$ cat config.mk
export PLATFORM = sky130hd
export DESIGN_NAME = mc_controller_v2_flat
export DESIGN_NICKNAME = d
export VERILOG_FILES = /design/src/rtl/mc_controller_v2_if.sv /design/src/rtl/mc_controller_v2.sv /design/src/flat_wrapper.sv
export SDC_FILE = /design/constraint.sdc
export NUM_CORES = 1
export LEC_CHECK = 0
export BUFFER_PORTS_ARGS = -buffer_cell sky130_fd_sc_hd__clkbuf_2
export CAP_MARGIN = 25
export CORE_MARGIN = 1
export CORE_UTILIZATION = 39
export CTS_CLUSTER_DIAMETER = 60
export DETAILED_ROUTE_END_ITERATION = 10
export PLACE_DENSITY = 0.81
export SYNTH_ARGS = -nofsm -noshare
export SYNTH_HDL_FRONTEND = slang
export SYNTH_SLANG_ARGS = --single-unit
$ cat constraint.sdc
create_clock -name clk -period 1.69 [get_ports clk]
set_input_delay 0.2535 -clock clk [delete_from_list [all_inputs] [get_ports clk]]
set_output_delay 0.2535 -clock clk [all_outputs]
set_load 0.02 [all_outputs]
$ cat src/rtl/mc_controller_v2_if.sv
// mc_controller_v2_if: IR/flag inputs, data memory handshake and datapath control strobes
interface mc_controller_v2_if #(parameter int IW = 32);
    logic [IW-1:0] ir;
    logic          ir_valid;
    logic [3:0]    nzcv;
    logic          mem_ack;
    logic          write_pc, write_ir, write_reg;
    logic          LA, LB, LC, LF;
    logic [1:0]    pc_s;
    logic          ALU_A_s, ALU_B_s, rd_s;
    logic          mem_req, mem_we;
    logic          und_ins, mem_err, busy;
    logic [2:0]    state;
    modport master (
        input  ir, ir_valid, nzcv, mem_ack,
        output write_pc, write_ir, write_reg, LA, LB, LC, LF, pc_s, ALU_A_s, ALU_B_s, rd_s,
               mem_req, mem_we, und_ins, mem_err, busy, state
    );
    modport slave (
        output ir, ir_valid, nzcv, mem_ack,
        input  write_pc, write_ir, write_reg, LA, LB, LC, LF, pc_s, ALU_A_s, ALU_B_s, rd_s,
               mem_req, mem_we, und_ins, mem_err, busy, state
    );
endinterface

$ cat src/rtl/mc_controller_v2.sv
// mc_controller_v2: multi-cycle CPU controller with ARM condition gating, branch and load/store sequencing
module mc_controller_v2 #(
    parameter int IW          = 32,
    parameter int HAS_MEM     = 1,
    parameter int MEM_TIMEOUT = 15,
    parameter int TW          = 4
) (
    input logic clk,
    input logic rst,
    mc_controller_v2_if.master bus
);
    typedef enum logic [2:0] {
        FETCH  = 3'd0,
        DECODE = 3'd1,
        EXEC   = 3'd2,
        WB     = 3'd3,
        MEM    = 3'd4,
        MEMWB  = 3'd5,
        BRANCH = 3'd6
    } state_t;
    if (IW < 32 || (1 << TW) <= MEM_TIMEOUT) begin : g_bad_params
        $error("mc_controller_v2: need IW >= 32 and 2**TW > MEM_TIMEOUT");
    end
    state_t        st;
    logic [TW-1:0] cnt;
    logic          und_q, err_q;
    logic [3:0]    cond;
    logic [2:0]    cls;
    logic          n, z, c, v, cond_ok, is_ls, is_bl, is_load, cls_ok;
    assign cond    = bus.ir[31:28];
    assign cls     = bus.ir[27:25];
    assign is_bl   = bus.ir[24];
    assign is_load = bus.ir[20];
    assign {n, z, c, v} = bus.nzcv;
    assign is_ls   = cls == 3'b010;
    assign cls_ok  = cls == 3'b000 || cls == 3'b001 || (HAS_MEM != 0 && is_ls);
    always_comb
        case (cond)
            4'h0:    cond_ok = z;
            4'h1:    cond_ok = !z;
            4'h2:    cond_ok = c;
            4'h3:    cond_ok = !c;
            4'h4:    cond_ok = n;
            4'h5:    cond_ok = !n;
            4'h6:    cond_ok = v;
            4'h7:    cond_ok = !v;
            4'h8:    cond_ok = c && !z;
            4'h9:    cond_ok = !c || z;
            4'hA:    cond_ok = n == v;
            4'hB:    cond_ok = n != v;
            4'hC:    cond_ok = !z && n == v;
            4'hD:    cond_ok = z || n != v;
            4'hE:    cond_ok = 1'b1;
            default: cond_ok = 1'b0;
        endcase
    always_ff @(posedge clk)
        if (!rst) begin
            st    <= FETCH;
            cnt   <= '0;
            und_q <= 1'b0;
            err_q <= 1'b0;
        end else begin
            und_q <= 1'b0;
            err_q <= 1'b0;
            case (st)
                FETCH:  if (bus.ir_valid) st <= DECODE;
                DECODE:
                    if (cond == 4'hF) begin
                        und_q <= 1'b1;
                        st    <= FETCH;
                    end else if (!cond_ok)
                        st <= FETCH;
                    else if (cls == 3'b101)
                        st <= BRANCH;
                    else if (cls_ok)
                        st <= EXEC;
                    else begin
                        und_q <= 1'b1;
                        st    <= FETCH;
                    end
                EXEC:   st <= is_ls ? MEM : (bus.ir[24:23] == 2'b10 ? FETCH : WB);
                // ack wins over timeout, even on the last allowed cycle
                MEM:
                    if (bus.mem_ack) begin
                        cnt <= '0;
                        st  <= is_load ? MEMWB : FETCH;
                    end else if (cnt == TW'(MEM_TIMEOUT)) begin
                        cnt   <= '0;
                        err_q <= 1'b1;
                        st    <= FETCH;
                    end else
                        cnt <= cnt + TW'(1);
                default: st <= FETCH;
            endcase
        end
    assign bus.write_ir  = st == FETCH && bus.ir_valid;
    assign bus.write_pc  = (st == FETCH && bus.ir_valid) || st == BRANCH;
    assign bus.write_reg = st == WB || st == MEMWB || (st == BRANCH && is_bl);
    assign bus.LA        = st == DECODE;
    assign bus.LB        = st == DECODE;
    assign bus.LC        = st == EXEC;
    assign bus.LF        = st == EXEC && !is_ls && is_load;
    assign bus.pc_s      = st == BRANCH ? 2'b01 : 2'b00;
    assign bus.ALU_A_s   = st == BRANCH;
    assign bus.ALU_B_s   = st == BRANCH || (st == EXEC && is_ls);
    assign bus.rd_s      = st == BRANCH && is_bl;
    assign bus.mem_req   = st == MEM;
    assign bus.mem_we    = st == MEM && !is_load;
    assign bus.und_ins   = und_q;
    assign bus.mem_err   = err_q;
    assign bus.busy      = st != FETCH;
    assign bus.state     = st;
endmodule

$ cat src/flat_wrapper.sv
// flat-port wrapper written by rule: the top's interface ports become plain ports
module mc_controller_v2_flat 
#(
    parameter int IW          = 32,
    parameter int HAS_MEM     = 1,
    parameter int MEM_TIMEOUT = 15,
    parameter int TW          = 4
)
  (clk, rst, bus_ir, bus_ir_valid, bus_nzcv, bus_mem_ack, bus_write_pc, bus_write_ir, bus_write_reg, bus_LA, bus_LB, bus_LC, bus_LF, bus_pc_s, bus_ALU_A_s, bus_ALU_B_s, bus_rd_s, bus_mem_req, bus_mem_we, bus_und_ins, bus_mem_err, bus_busy, bus_state);
  mc_controller_v2_if #(.IW(IW)) bus_i ();
  input logic clk;
  input logic rst;
  input wire logic [$bits(bus_i.ir)-1:0] bus_ir;
  input wire logic [$bits(bus_i.ir_valid)-1:0] bus_ir_valid;
  input wire logic [$bits(bus_i.nzcv)-1:0] bus_nzcv;
  input wire logic [$bits(bus_i.mem_ack)-1:0] bus_mem_ack;
  output wire logic [$bits(bus_i.write_pc)-1:0] bus_write_pc;
  output wire logic [$bits(bus_i.write_ir)-1:0] bus_write_ir;
  output wire logic [$bits(bus_i.write_reg)-1:0] bus_write_reg;
  output wire logic [$bits(bus_i.LA)-1:0] bus_LA;
  output wire logic [$bits(bus_i.LB)-1:0] bus_LB;
  output wire logic [$bits(bus_i.LC)-1:0] bus_LC;
  output wire logic [$bits(bus_i.LF)-1:0] bus_LF;
  output wire logic [$bits(bus_i.pc_s)-1:0] bus_pc_s;
  output wire logic [$bits(bus_i.ALU_A_s)-1:0] bus_ALU_A_s;
  output wire logic [$bits(bus_i.ALU_B_s)-1:0] bus_ALU_B_s;
  output wire logic [$bits(bus_i.rd_s)-1:0] bus_rd_s;
  output wire logic [$bits(bus_i.mem_req)-1:0] bus_mem_req;
  output wire logic [$bits(bus_i.mem_we)-1:0] bus_mem_we;
  output wire logic [$bits(bus_i.und_ins)-1:0] bus_und_ins;
  output wire logic [$bits(bus_i.mem_err)-1:0] bus_mem_err;
  output wire logic [$bits(bus_i.busy)-1:0] bus_busy;
  output wire logic [$bits(bus_i.state)-1:0] bus_state;
  assign bus_i.ir = bus_ir;
  assign bus_i.ir_valid = bus_ir_valid;
  assign bus_i.nzcv = bus_nzcv;
  assign bus_i.mem_ack = bus_mem_ack;
  assign bus_write_pc = bus_i.write_pc;
  assign bus_write_ir = bus_i.write_ir;
  assign bus_write_reg = bus_i.write_reg;
  assign bus_LA = bus_i.LA;
  assign bus_LB = bus_i.LB;
  assign bus_LC = bus_i.LC;
  assign bus_LF = bus_i.LF;
  assign bus_pc_s = bus_i.pc_s;
  assign bus_ALU_A_s = bus_i.ALU_A_s;
  assign bus_ALU_B_s = bus_i.ALU_B_s;
  assign bus_rd_s = bus_i.rd_s;
  assign bus_mem_req = bus_i.mem_req;
  assign bus_mem_we = bus_i.mem_we;
  assign bus_und_ins = bus_i.und_ins;
  assign bus_mem_err = bus_i.mem_err;
  assign bus_busy = bus_i.busy;
  assign bus_state = bus_i.state;
  mc_controller_v2 #(.IW(IW), .HAS_MEM(HAS_MEM), .MEM_TIMEOUT(MEM_TIMEOUT), .TW(TW)) u_core (.clk(clk), .rst(rst), .bus(bus_i));
endmodule
After elaboration in Yosys (flattened, before gate mapping) --
Index checks and enable logic that the tools add are counted.
Storage, ports and cells: bits in registers 9, input bits 40, output and inout port bits 20, word-level logic and storage cells 86
Operators by class: $add $sub $neg 1, equal/unequal tests 30, muxes and demuxes 20, bitwise operators 2, reductions and logical operators 29
Operator list (number):
- 4-bit == test (second input constant) | 9
- 3-bit two-way mux | 8
- 4-bit by 3-bit == test with 1-bit output (second input constant) | 4
- 1-bit one-hot mux with 15 select lines | 1
- 3-bit == test (second input constant) | 4
- 3-bit one-hot mux with 4 select lines | 1
- 3-bit by 2-bit == test with 1-bit output (second input constant) | 3
- 4-bit by 2-bit == test with 1-bit output (second input constant) | 2
- 1-bit logical AND | 8
- 1-bit logical OR | 8
- 4-bit two-way mux | 2
- 3-bit by 1-bit == test with 1-bit output (second input constant) | 2
- 1-bit logical NOT | 6
- 3-bit logical NOT | 2
- 1-bit two-way mux | 6
- 4-bit by 1-bit adder with 4-bit output (second input constant) | 1
- 4-bit by 1-bit == test with 1-bit output (second input constant) | 1
- 4-bit logical NOT | 1
- 2-bit two-way mux | 2
- 2-bit AND reduction | 2
- 3-bit by 2-bit inequality test with 1-bit output (second input constant) | 1
- 3-bit nonzero test | 1
- 3-bit OR reduction | 1
- 2-bit == test (second input constant) | 1
- other kinds (4) | 5

Depth between registers and ports, before layout --
word-level depth 8, depth in mapped cells 8, mapped depth without buffers 6

Worst setup path before layout --
OpenSTA, ideal clock, no wires.
path kind register to output, start register u_core.st[1], in the netlist u_core.bus.state[1], end output port bus_LF, arrival time 1.643 ns, required time 1.436 ns, setup slack -0.206 ns, stages on the path, launching flop included 4, buffers on the path 0, cells stage by stage dfxtp_1 > nor3b_1 > nor2b_1 > and2_1
On the way: cells in the longest elaborated chain, start to end 3
Ends and longest elaborated chain:
- start: declaration | RTL line mc_controller_v2.sv:24 | state_t st;
- start signal: assignment | RTL line mc_controller_v2.sv:81 | EXEC: st <= is_ls ? MEM : (bus.ir[24:23] == 2'b10 ? FETCH : WB);
- start signal: assignment | RTL line mc_controller_v2.sv:86 | st <= is_load ? MEMWB : FETCH;
- 3-bit by 2-bit == test with 1-bit output
- named net bus_LC | RTL line flat_wrapper.sv:22 | output wire logic [$bits(bus_i.LC)-1:0] bus_LC;
- 1-bit logical AND (2 in a row) | RTL line mc_controller_v2.sv:102 | assign bus.LF = st == EXEC && !is_ls && is_load;
- end: declaration | RTL line flat_wrapper.sv:23 | output wire logic [$bits(bus_i.LF)-1:0] bus_LF;
The timed path passes the listed nets, and every way through them passes these cells.

Worst setup path in the final report --
start register u_core.st[1], in the netlist u_core.bus.state[1], end output port bus_LF
On the way: cells in the longest elaborated chain, start to end 3
Ends and longest elaborated chain (RTL line):
- 3-bit by 2-bit == test with 1-bit output | mc_controller_v2.sv:102
- 1-bit logical AND (2 in a row) | mc_controller_v2.sv:102
No other way between the ends.

==> impl_results.md <==
- Status: complete, no violations
- Vias per inst: 5.299
- # clock sinks: 9
- # hold bufs at CTS: 0
- Gr ovfl total: 0
- Main combinational cell family by area after synthesis: simple AND/OR/NAND/NOR gates
- Reg2Reg Depth: 6
- Area of the core: 1802 um2
- Port bufs: 36
- # H-tree levels: 1
- PnR worst setup slack: roughly 66 ps
- Asr flop ratio synth: 0%
- Vias: between 800 and 900
- Crit-path max FO: 8
- Util after Layout: between 50% and 60%
- Antenna diodes: 0
- Tot Pwr: around 530 uW
- Post-Synth Simple-Gate Area: 36.66%
- Post-Synth Adder-Cell Area: between 1.5 and 2%
- Max frequency: ~0.62 GHz
- Drt total wl: 1.757 mm
- Worst Path Required: roughly 1400 ps
- Crit end category: output pin
- Final Hold Fails: 0
- Place WS: -28.78 ps
- Post-synthesis register bit count: 9
- Clock buffer depth: 2
- Worst reg2reg endpoint: u_core.cnt[3]$_SDFFE_PN0P_
- I/O pin total: 60
- Min-Delay Path Class: in2reg
- Worst R2R Setup Slack: approximately 300 ps
- Vias in the first global route: 687
- Die width: roughly 47 um
- Most used DFF post-synth: dfxtp_1
- HP Start: bus_ir[26]
- Non-filler instance count after layout: between 150 and 200
- RSZ-0062 raised after global routing: true
- Drt initial violations: 11
- Post-synthesis xor/xnor area fraction: 3.376%
- Root buffer cell: clkbuf_4
- Final setup fails: 0
- Antenna violations before repair: 0
- Post-DP HPWL: between 1 and 1.5 mm
- Cts bufs inserted: 3
- Syn. warnings: 0
- Routed WL per cell: roughly 11 um
- Hold Crit Depth: 2
- Antenna viol nets, final: 0
- Full die area: between 2000 and 2500 um2
- Synthesized instance count: ~100
- DRC viols: 0
- Maxcap violations: 0
- Clock Latency Late Sink: between 200 and 300 ps
- Compound-gate portion of the synthesized area: approximately a fifth
- FP Rows: 15
- Largest net degree at the start of global routing: 11
- Worst clock skew: roughly 8 ps
- DP Cell Count: 160
- Final GP Congestion: about 0.79
- Reg2Reg Launch Point: u_core.bus.state[0]$_SDFFE_PN0P_
- CTS tree: yes
- Syn nets: roughly 140
- Setup Crit Path Kind: reg2out
- Total GRT Usage: between 10% and 20%
- Final #Nets: ~180
- Max Transition Viols Final: 0
- Clock transition at path regs: 60 ps
- Pwr dens: 522.3 nW/um2
- Die Y: 46.67 um
- Layout cells sized above 1: between 40% and 50%
- Avg Cell Area, Syn: approximately 7.6 um2
- Hold path endpoint: u_core.bus.state[2]$_SDFFE_PN0P_
- First-pass GRT wire length: ~2.7 mm
- Mux share of post-synthesis cell area: ~4.2%
- Static Leak: between 0.5 and 0.6 nW
- Netlist cell types: 41
- Maximum VDD drop: around 270 uV
- Syn-to-layout area delta: 31.03%
- Netlist area before placement: slightly below 800 um2
- Initial Utilization: a little over two fifths
- Arr. time, crit path: about 1400 ps
- Critical Path Start Type: flip-flop
- Post-synthesis sequential area ratio: a little under a quarter
- Min cycle time layout: approximately 1600 ps
- Tcrit/Tclk final: between 90% and 100%
- Pre-antenna DRT Iters: 4
- Post-synth EDFFs: 0
==> metal layers <==
metal  wire length, um  vias to the layer above  GRT usage, %
li1                  -                      442             -
met1               840                      391         21.36
met2               803                       32         29.17
met3                87                        4         1.176
met4                25                        0         6.857
met5                 0                        -             0
==> report_power, final <==
| group | switching, mW | total, mW | internal [mW] |
|---|---|---|---|
| combinational | 0.0850 | 0.150 | 0.0647 |
| clock | 0.0717 | 0.162 | 0.0907 |
| sequential | 0.00615 | 0.220 | 0.214 |
==> worst max path at each step <==
| stage | from | to | slack (ps) | cells after the start |
|---|---|---|---|---|
| after floorplan | u_core.bus.state[1]$_SDFFE_PN0P_ | bus_LF | 20 | 3 |
| after global placement | bus_ir[30] | u_core.bus.state[2]$_SDFFE_PN0P_ | -40 | 6 |
| after detailed placement | bus_ir[30] | u_core.bus.state[2]$_SDFFE_PN0P_ | -30 | 6 |
| after CTS | u_core.bus.state[2]$_SDFFE_PN0P_ | bus_mem_we | 30 | 3 |
| after global routing | u_core.bus.state[1]$_SDFFE_PN0P_ | bus_LF | -20 | 4 |
| final | u_core.bus.state[1]$_SDFFE_PN0P_ | bus_LF | 70 | 4 |
==> stage by stage <==
stage               hold WS, ps  instance area (um2)  setup TNS (ps)
finish                    213.5                 1020               0
global route              210.4                 1020          -17.18
CTS                       213.5                 1017               0
detailed placement        478.5                987.2          -49.11
global placement          468.9                987.2          -68.16
floorplan                 345.5                792.0               0
==> timing repair <==
item,CTS,global route
endpoints found under the setup margin,3,3
buffers inserted,0,0
resized for setup,2,1
endpoints found under the hold margin,0,0
pin swaps,0,1
==> logic make-up after synthesis <==
group | count (synthesis)
fa+ha+maj | 1
flops | 9
xor+xnor | 3
compound gates | 23
simple gates | 47
other cells | 1
mux | 3
buf+inv | 15
==> cells in the mapped netlist, types with 3 or more instances <==
cell type / number / area, um2
nand2_1: 10 / 37.54
dfxtp_1: 9 / 180.2
a21oi_1: 7 / 35.03
nor3b_1: 7 / 52.55
inv_1: 6 / 22.52
nor2_1: 6 / 22.52
nand3b_1: 4 / 30.03
nor3_1: 4 / 20.02
o21ai_0: 4 / 20.02
buf_4: 3 / 22.52
nand3_1: 3 / 15.01
xor2_1: 3 / 26.28
==> cell type report <==
| type | count | area, um2 |
|---|---|---|
| timing repair buffer | 41 | 217.7 |
| inverter | 7 | 26.28 |
| sequential | 9 | 185.2 |
| clock buffer | 4 | 26.28 |
| fill | 180 | 782.0 |
| tap | 25 | 31.28 |
| multi-input combinational | 78 | 533.0 |
==> placed cells by master, fill, tap and decap left out, types with 2 or more instances in the layout <==
cell type and count:
and2_1 2, xor2_1 3, inv_1 5, clkbuf_2 36, nand3b_1 4, nand3_1 3
mux2_2 2, and4b_1 2, a21oi_1 7, clkbuf_4 3, nor3b_1 5, o31ai_1 2
nor3b_2 2, nor2_1 6, a31oi_1 2, nand2_1 10, buf_4 5, nor3_1 4
dfxtp_1 7, nor4b_1 2, inv_2 2, o21ai_0 4
==> state kept, by name, indices dropped and copies added, names as in the netlist <==
| register | count |
|---|---|
| u_core.bus.state | 3 |
| u_core.bus.und_ins | 1 |
| u_core.cnt | 4 |
| u_core.bus.mem_err | 1 |
==> critical path, stage by stage (launching register included) <==
cell	delay, ps
dfxtp_2	410
nor3b_2	240
nor2b_1	180
and2_1	130
clkbuf_2	160
(Power assumes the default switching activity.)
